--- config.mk ---
export PLATFORM = sky130hd
export DESIGN_NAME = adc_sar_control_flat
export DESIGN_NICKNAME = d
export VERILOG_FILES = /design/src/rtl/adc_sar_pkg.sv /design/src/rtl/adc_sar_control_if.sv /design/src/rtl/adc_sar_control_register.sv /design/src/rtl/adc_sar_control.sv /design/src/flat_wrapper.sv
export SDC_FILE = /design/constraint.sdc
export NUM_CORES = 1
export LEC_CHECK = 0
export BUFFER_PORTS_ARGS = -buffer_cell sky130_fd_sc_hd__clkbuf_2
export CAP_MARGIN = 20
export CORE_ASPECT_RATIO = 1.2
export CORE_MARGIN = 5
export CORE_UTILIZATION = 60
export DETAILED_ROUTE_END_ITERATION = 8
export PLACE_DENSITY_LB_ADDON = 0.2
export REMOVE_ABC_BUFFERS = 1
export SLEW_MARGIN = 20
export SYNTH_ARGS = -nofsm -noshare
export SYNTH_HDL_FRONTEND = slang
export SYNTH_HIERARCHICAL = 1
export SYNTH_SLANG_ARGS = --single-unit
--- constraint.sdc ---
create_clock -name clk -period 6.05 [get_ports clk]
set_clock_uncertainty 0.2 [all_clocks]
set_input_delay 0.3025 -clock clk [delete_from_list [all_inputs] [get_ports clk]]
set_output_delay 0.3025 -clock clk [all_outputs]
set_load 0.01 [all_outputs]
--- src/rtl/adc_sar_pkg.sv ---
// adc_sar_pkg: shared state/op encodings and constants
// for the 12-bit SAR ADC controller.
package adc_sar_pkg;

    localparam int ADC_RESOLUTION = 12;
    localparam logic [ADC_RESOLUTION-1:0] DAC_MIDCODE = 12'h800;

    // Comparator synchronizer depth; 0 for an already-registered comparator.
    localparam int COMP_SYNC_STAGES = 2;

    typedef enum logic [2:0] {
        IDLE,
        SAMPLE,
        COMPARE,
        DECIDE,
        DONE
    } sar_state_e;

    typedef enum logic [1:0] {
        REG_HOLD,
        REG_LOAD,
        REG_APPLY
    } sar_reg_op_e;

    function automatic logic [ADC_RESOLUTION-1:0] sar_midcode();
        return DAC_MIDCODE;
    endfunction

endpackage

--- src/rtl/adc_sar_control_if.sv ---
// adc_sar_if: host/analog-side signal bundle of the SAR controller.
// The slave modport is the controller's view.
interface adc_sar_if #(
    parameter int RESOLUTION = 12,
    parameter int SAMPLE_W   = 8
);
    logic                  start_i;
    logic [SAMPLE_W-1:0]   sample_cycles_i;
    logic                  comp_p_i;
    logic                  comp_n_i;
    logic                  sample_o;
    logic                  comp_clk_o;
    logic [RESOLUTION-1:0] dac_p_o;
    logic [RESOLUTION-1:0] dac_n_o;
    logic [RESOLUTION-1:0] result_o;
    logic                  valid_o;
    logic                  busy_o;
    logic                  timeout_o;

    modport master (
        output start_i,
        output sample_cycles_i,
        output comp_p_i,
        output comp_n_i,
        input  sample_o,
        input  comp_clk_o,
        input  dac_p_o,
        input  dac_n_o,
        input  result_o,
        input  valid_o,
        input  busy_o,
        input  timeout_o
    );

    modport slave (
        input  start_i,
        input  sample_cycles_i,
        input  comp_p_i,
        input  comp_n_i,
        output sample_o,
        output comp_clk_o,
        output dac_p_o,
        output dac_n_o,
        output result_o,
        output valid_o,
        output busy_o,
        output timeout_o
    );

endinterface

--- src/rtl/adc_sar_control_register.sv ---
// adc_sar_register: SAR trial/decision register and bit pointer k.
// Ops: load midcode, apply decision and advance to the next trial bit.
module adc_sar_register
    import adc_sar_pkg::*;
#(
    parameter int RES = ADC_RESOLUTION
) (
    input  logic           clk,
    input  logic           rst_n,
    input  sar_reg_op_e    op_i,
    input  logic           d_i,
    output logic [RES-1:0] code_o,
    output logic           last_o
);

    localparam int KW = $clog2(RES);
    localparam logic [RES-1:0] MID = {1'b1, {(RES-1){1'b0}}};
    localparam logic [KW-1:0]  KTOP = KW'(RES - 1);

    logic [RES-1:0] code_q, code_d;
    logic [KW-1:0]  k_q, k_d;

    always_comb begin
        code_d = code_q;
        k_d    = k_q;
        unique case (op_i)
            REG_LOAD: begin
                code_d = MID;
                k_d    = KTOP;
            end
            REG_APPLY: begin
                code_d[k_q] = d_i;
                // Next trial bit is raised in the same step as the decision.
                if (k_q != '0) begin
                    k_d         = k_q - 1'b1;
                    code_d[k_d] = 1'b1;
                end
            end
            default: begin
                code_d = code_q;
                k_d    = k_q;
            end
        endcase
    end

    always_ff @(posedge clk or negedge rst_n) begin
        if (!rst_n) begin
            code_q <= MID;
            k_q    <= KTOP;
        end else begin
            code_q <= code_d;
            k_q    <= k_d;
        end
    end

    assign code_o = code_q;
    assign last_o = (k_q == '0);

endmodule

--- src/rtl/adc_sar_control.sv ---
// adc_sar_control: SAR ADC sequencer -- sample, 12 MSB-first trials,
// registered result/valid toward the host and trial code toward the DAC decoders.
module adc_sar_control
    import adc_sar_pkg::*;
#(
    parameter int RESOLUTION   = ADC_RESOLUTION,
    parameter int SAMPLE_W     = 8,
    parameter int COMP_TIMEOUT = 15
) (
    input  logic    clk,
    input  logic    rst_n,
    adc_sar_if.slave bus
);

    localparam int TW = $clog2(COMP_TIMEOUT + 1);

    sar_state_e            state_q;
    logic [SAMPLE_W-1:0]   scnt_q;
    logic [TW-1:0]         tcnt_q;
    logic                  d_q;
    logic [RESOLUTION-1:0] result_q;
    logic                  sample_q;
    logic                  comp_clk_q;
    logic                  valid_q;
    logic                  busy_q;
    logic                  timeout_q;

    sar_reg_op_e           reg_op;
    logic [RESOLUTION-1:0] code;
    logic                  last;
    logic                  comp_p_s;
    logic                  comp_n_s;
    logic                  decided;

    generate
        if (COMP_SYNC_STAGES == 0) begin : g_nosync
            assign comp_p_s = bus.comp_p_i;
            assign comp_n_s = bus.comp_n_i;
        end else begin : g_sync
            logic [COMP_SYNC_STAGES-1:0] p_q;
            logic [COMP_SYNC_STAGES-1:0] n_q;

            always_ff @(posedge clk or negedge rst_n) begin
                if (!rst_n) begin
                    p_q <= '0;
                    n_q <= '0;
                end else begin
                    p_q[0] <= bus.comp_p_i;
                    n_q[0] <= bus.comp_n_i;
                    for (int i = 1; i < COMP_SYNC_STAGES; i++) begin
                        p_q[i] <= p_q[i-1];
                        n_q[i] <= n_q[i-1];
                    end
                end
            end

            assign comp_p_s = p_q[COMP_SYNC_STAGES-1];
            assign comp_n_s = n_q[COMP_SYNC_STAGES-1];
        end
    endgenerate

    // Both-low or both-high is an undecided comparator.
    assign decided = comp_p_s ^ comp_n_s;

    always_comb begin
        reg_op = REG_HOLD;
        unique case (state_q)
            IDLE, DONE: reg_op = REG_LOAD;
            DECIDE:     reg_op = REG_APPLY;
            default:    reg_op = REG_HOLD;
        endcase
    end

    adc_sar_register #(
        .RES(RESOLUTION)
    ) u_reg (
        .clk   (clk),
        .rst_n (rst_n),
        .op_i  (reg_op),
        .d_i   (d_q),
        .code_o(code),
        .last_o(last)
    );

    always_ff @(posedge clk or negedge rst_n) begin
        if (!rst_n) begin
            state_q    <= IDLE;
            scnt_q     <= '0;
            tcnt_q     <= '0;
            d_q        <= 1'b0;
            result_q   <= '0;
            sample_q   <= 1'b0;
            comp_clk_q <= 1'b0;
            valid_q    <= 1'b0;
            busy_q     <= 1'b0;
            timeout_q  <= 1'b0;
        end else begin
            valid_q <= 1'b0;
            unique case (state_q)
                IDLE: begin
                    if (bus.start_i) begin
                        state_q   <= SAMPLE;
                        scnt_q    <= (bus.sample_cycles_i == '0) ? '0
                                   : bus.sample_cycles_i - 1'b1;
                        timeout_q <= 1'b0;
                        sample_q  <= 1'b1;
                        busy_q    <= 1'b1;
                    end
                end
                SAMPLE: begin
                    if (scnt_q == '0) begin
                        state_q    <= COMPARE;
                        sample_q   <= 1'b0;
                        comp_clk_q <= 1'b1;
                        tcnt_q     <= '0;
                    end else begin
                        scnt_q <= scnt_q - 1'b1;
                    end
                end
                COMPARE: begin
                    if (decided) begin
                        d_q        <= comp_p_s;
                        state_q    <= DECIDE;
                        comp_clk_q <= 1'b0;
                    end else if (tcnt_q == TW'(COMP_TIMEOUT - 1)) begin
                        d_q        <= 1'b0;
                        timeout_q  <= 1'b1;
                        state_q    <= DECIDE;
                        comp_clk_q <= 1'b0;
                    end else begin
                        tcnt_q <= tcnt_q + 1'b1;
                    end
                end
                DECIDE: begin
                    if (last) begin
                        state_q  <= DONE;
                        result_q <= {code[RESOLUTION-1:1], d_q};
                        valid_q  <= 1'b1;
                    end else begin
                        state_q    <= COMPARE;
                        comp_clk_q <= 1'b1;
                        tcnt_q     <= '0;
                    end
                end
                DONE: begin
                    state_q <= IDLE;
                    busy_q  <= 1'b0;
                end
                default: begin
                    state_q <= IDLE;
                end
            endcase
        end
    end

    assign bus.sample_o   = sample_q;
    assign bus.comp_clk_o = comp_clk_q;
    assign bus.dac_p_o    = code;
    assign bus.dac_n_o    = ~code;
    assign bus.result_o   = result_q;
    assign bus.valid_o    = valid_q;
    assign bus.busy_o     = busy_q;
    assign bus.timeout_o  = timeout_q;

endmodule

--- src/flat_wrapper.sv ---
// flat-port wrapper written by rule: the top's interface ports become plain ports
module adc_sar_control_flat import adc_sar_pkg::*;
#(
    parameter int RESOLUTION   = ADC_RESOLUTION,
    parameter int SAMPLE_W     = 8,
    parameter int COMP_TIMEOUT = 15
)
  (clk, rst_n, bus_start_i, bus_sample_cycles_i, bus_comp_p_i, bus_comp_n_i, bus_sample_o, bus_comp_clk_o, bus_dac_p_o, bus_dac_n_o, bus_result_o, bus_valid_o, bus_busy_o, bus_timeout_o);
  adc_sar_if #(.RESOLUTION(RESOLUTION), .SAMPLE_W(SAMPLE_W)) bus_i ();
  input  logic clk;
  input  logic rst_n;
  input wire logic [$bits(bus_i.start_i)-1:0] bus_start_i;
  input wire logic [$bits(bus_i.sample_cycles_i)-1:0] bus_sample_cycles_i;
  input wire logic [$bits(bus_i.comp_p_i)-1:0] bus_comp_p_i;
  input wire logic [$bits(bus_i.comp_n_i)-1:0] bus_comp_n_i;
  output wire logic [$bits(bus_i.sample_o)-1:0] bus_sample_o;
  output wire logic [$bits(bus_i.comp_clk_o)-1:0] bus_comp_clk_o;
  output wire logic [$bits(bus_i.dac_p_o)-1:0] bus_dac_p_o;
  output wire logic [$bits(bus_i.dac_n_o)-1:0] bus_dac_n_o;
  output wire logic [$bits(bus_i.result_o)-1:0] bus_result_o;
  output wire logic [$bits(bus_i.valid_o)-1:0] bus_valid_o;
  output wire logic [$bits(bus_i.busy_o)-1:0] bus_busy_o;
  output wire logic [$bits(bus_i.timeout_o)-1:0] bus_timeout_o;
  assign bus_i.start_i = bus_start_i;
  assign bus_i.sample_cycles_i = bus_sample_cycles_i;
  assign bus_i.comp_p_i = bus_comp_p_i;
  assign bus_i.comp_n_i = bus_comp_n_i;
  assign bus_sample_o = bus_i.sample_o;
  assign bus_comp_clk_o = bus_i.comp_clk_o;
  assign bus_dac_p_o = bus_i.dac_p_o;
  assign bus_dac_n_o = bus_i.dac_n_o;
  assign bus_result_o = bus_i.result_o;
  assign bus_valid_o = bus_i.valid_o;
  assign bus_busy_o = bus_i.busy_o;
  assign bus_timeout_o = bus_i.timeout_o;
  adc_sar_control #(.RESOLUTION(RESOLUTION), .SAMPLE_W(SAMPLE_W), .COMP_TIMEOUT(COMP_TIMEOUT)) u_core (.clk(clk), .rst_n(rst_n), .bus(bus_i));
endmodule
==> flow_metrics.py <==
metrics = {
    "outcome": {
        "status": "complete, no violations",
    },
    "grt": {
        "grtUsageTotal_pct": 20.7,
        "grt_overflow": 0,
        "antenna_found_initial": 0,
        "grt_max_degree": 54,
        "grt_pass1_wl_mm": 11.6,
        "grt_pass1_vias": 2605,
    },
    "worst_setup_path": {
        "worstPathCellList": "inv_1 > ha_1 > or3b_1 > inv_1 > and3_1 > mux2_1",
        "r2r_setup_slack_ns": 3.28,
        "crit_path_frequent_cell": "inv_1",
        "cpPeakStageDelay_ns": 0.59,
        "crit_type": "flop to flop",
        "regToRegStartpoint": "u_core/u_reg/k_q[0]",
        "reg2regPathDepth": 6,
        "required_ns": 6.04,
        "critPathSlowestCell": "and3_1",
        "worst_setup_path_start_kind": "flop",
        "cp-end-kind": "flop",
        "r2r-end": "u_core/bus.result_o[11]",
        "cp_max_fo": 13,
        "arrival_ns": 2.75,
    },
    "clocking": {
        "clk_pin_slew_ns": 0.09,
        "clk_latency_ns": 0.30,
        "cts_tree": "built",
        "cts_made_buffers": 5,
        "post-cts-setup-buffers": 0,
        "ctsResizeCount": 0,
        "cts_root_buf": "clkbuf_8",
        "htreeDepth": 2,
        "clock_sinks": 53,
        "cts_buffer_depth": 2,
    },
    "timing": {
        "fmax_ghz": 0.361,
        "setup_viol": 0,
        "layout_min_cycle_time_ns": 2.77,
        "rsz0062_at_grt": "no",
        "min_period_over_period_pct": 45.8,
        "timing.final.hold_violations": 0,
        "max_slew_margin_pct": 56.2,
        "tns_ns": 0,
        "worst_slew_pin_slew_ns": 0.656,
        "drv_slew": 0,
    },
    "routing": {
        "drt-initial-drc-count": 223,
        "first_pass_iters": 4,
        "routed_wire_length_per_instance_microns": 14.9,
        "postRouteAntennaNets": 0,
        "vias": 2613,
        "vias_per_cell": 5.90,
        "wl_mm": 6.61,
        "drc": 0,
    },
    "die": {
        "core_sq_um": 5010,
        "fp.dieW_microns": 76.1,
        "die_h_microns": 89.3,
        "io_pins": 54,
        "die_area_sq_um": 6790,
        "num_rows": 28,
        "start_util_pct": 62.8,
    },
    "worst_hold_path": {
        "hp-start": "bus_start_i",
        "hp-class": "input port to flop",
        "worstHoldEndpoint": "u_core/bus.busy_o",
        "hold_path_depth": 3,
    },
    "synth": {
        "yosysWarningCount": 6,
        "yosys.cell_types.count": 62,
        "synth-xor-area-share_pct": 0.836,
        "synthMuxAreaShare_pct": 8.04,
        "yosys_most_used_dff": "dfrtp_1",
        "synth_seq_cells": 53,
        "synth_async_sr_flop_share_pct": 100,
        "syn_area_per_cell_sq_um": 9.41,
        "seq_area_frac_synth_pct": 42.3,
        "synthAdderAreaFrac_pct": 5.17,
        "synth_area_sq_um": 3140,
        "yosys.area_share.simple_pct": 17.0,
        "synth_edf_count": 0,
        "synth_cells": 334,
        "synth_top_family_by_area": "compound AO/OA/AOI/OAI gates",
        "synth_compound_area_share_pct": 19.8,
    },
    "pwr": {
        "power_density_nw_per_um2": 166,
        "p_switching_uw": 129,
        "p_sw_share_pct": 22.0,
        "total_power_uw": 587,
        "vdd.ir_drop.worst_mv": 0.154,
        "pwr-share-clk_pct": 35.0,
        "p_int_uw": 457,
        "combPwrFrac_pct": 4.3,
        "leakage_uw": 0.00167,
        "pwr-share-seq_pct": 60.6,
    },
    "finish": {
        "drive_gt1_share_pct": 20.9,
        "syn2layout_area_growth_pct": 12.6,
        "seqCellArea_sq_um": 1330,
        "fin_nets": 408,
        "design_area_sq_um": 3540,
        "antenna_cells": 0,
        "nFillCells": 410,
        "multiInputGateArea_sq_um": 1600,
    },
    "placement": {
        "place_congestion": 0.924,
        "port-buffer-count": 53,
        "place_area_sq_um": 3420,
        "hpwl_mm": 4.91,
    },
    "job": {
        "cap_violations": 0,
    },
}
-- worst max-delay path, delay by kind of cell (launching register included) --
kind          cells  cell delay (ns)
flops             1             0.43
fa+ha+maj         1             0.36
mux               1             0.39
buf+inv           2             0.23
simple gates      2             1.06
-- cell families after synthesis --
family                     Yosys count
muxes                               23
xor gates and xnor gates             3
AOI/OAI and AO/OA                   91
and+or+nand+nor                     98
DFF                                 53
adders and majority gates           13
buffers and inverters               53
-- cell usage in the layout (no fill, tap or decap), types with 2 or more instances in the layout --
master	n
a21oi_1	24
or3_1	4
nand3_1	11
mux2i_1	5
o21a_1	2
clkbuf_8	6
mux2_1	13
o21ai_0	15
xor2_1	2
a31oi_1	5
a22oi_1	4
clkbuf_2	53
nor2b_1	4
o31ai_1	5
nor3_1	8
ha_1	13
or3b_1	2
a32oi_1	2
dfrtp_1	49
nor2_1	13
nor3b_1	2
and2_1	5
inv_1	35
and3_1	7
nand3b_1	5
dlygate4sd3_1	3
mux2_2	5
o221ai_1	4
dfstp_2	4
nand2_1	27
o211ai_1	4
o21ai_1	5
a22o_1	3
o22ai_1	3
-- per-layer routing --
metal,track usage [%],vias to the layer above,share of wire (%)
met3,3.73,6,4.1
met4,8.74,0,1.1
met2,38.6,58,53
li1,-,1297,-
met1,23.7,1252,42
met5,0,-,0
-- through the flow --
| stage | cells | setup slack (ns) | hold WS, ns | utilization (%) |
|---|---|---|---|---|
| after floorplan | 318 | 3.64 | -0.193 | - |
| after global placement | 432 | 3.37 | 0.132 | 68.2 |
| after detailed placement | 432 | 3.29 | 0.137 | 68.2 |
| after CTS | 443 | 3.28 | 0.121 | 70.7 |
| after global routing | 443 | 3.12 | 0.130 | 70.7 |
| final | 443 | 3.28 | 0.136 | 70.7 |
-- worst max-delay path by stage --
| stage | start | end | slack (ns) | depth (start not counted) |
|---|---|---|---|---|
| 6_report | u_core/u_reg/k_q[0] | u_core/bus.result_o[11] | 3.28 | 6 |
| 5_1_grt | u_core/u_reg/k_q[0] | u_core/bus.result_o[11] | 3.12 | 6 |
| 4_1_cts | u_core/u_reg/k_q[0] | u_core/bus.result_o[11] | 3.28 | 6 |
| 3_5_place_dp | u_core/u_reg/k_q[0] | u_core/bus.result_o[11] | 3.29 | 6 |
| 3_3_place_gp | u_core/u_reg/k_q[0] | u_core/bus.result_o[6] | 3.37 | 6 |
| 2_1_floorplan | u_core/u_reg/k_q[0] | u_core/bus.result_o[0] | 3.64 | 6 |
-- power groups by stage --
stage | Clock, uW | Combinational [uW] | Sequential (uW)
floorplan | 0 | 8.50 | 363
global placement | 0 | 24.2 | 363
detailed placement | 0 | 24.8 | 363
CTS | 214 | 26.2 | 356
global route | 226 | 29.7 | 356
finish | 205 | 25.5 | 356
-- layout make-up --
type | instances | area share (%)
Sequential cell | 53 | 37.6
Timing Repair Buffer | 57 | 8.55
Clock buffer | 7 | 2.44
Inverter | 37 | 3.96
Multi-Input combinational cell | 228 | 45.1
Tap cell | 60 | 2.12
Clock inverter | 1 | 0.212
-- Yosys cell counts, types with 6 or more instances --
library cell / number / area, sq um
a21oi_1: 24 / 120
and3_1: 7 / 43.8
buf_2: 9 / 45.0
clkbuf_1: 6 / 22.5
dfrtp_1: 49 / 1230
ha_1: 13 / 163
inv_1: 35 / 131
mux2_1: 13 / 146
nand2_1: 27 / 101
nand3_1: 11 / 55.1
nor2_1: 13 / 48.8
nor3_1: 8 / 40.0
o21ai_0: 15 / 75.1
-- repair_timing --
item                       CTS  global route
hold buffers                 3             0
setup endpoints to repair    0             0
hold endpoints to repair    51             0
-- registers in the layout, summed over array words and instances, names as in the netlist --
name / flops
u_core/g_sync.n_q: 2
u_core/bus.busy_o: 1
u_core/bus.valid_o: 1
u_core/g_sync.p_q: 2
u_core/bus.comp_clk_o: 1
u_core/bus.timeout_o: 1
u_core/bus.sample_o: 1
u_core/state_q: 3
u_core/u_reg/k_q: 4
u_core/bus.result_o: 12
u_core/d_q: 1
u_core/scnt_q: 8
u_core/tcnt_q: 4
u_core/u_reg/code_o: 12
No activity file was read; power rests on OpenSTA's default activity.
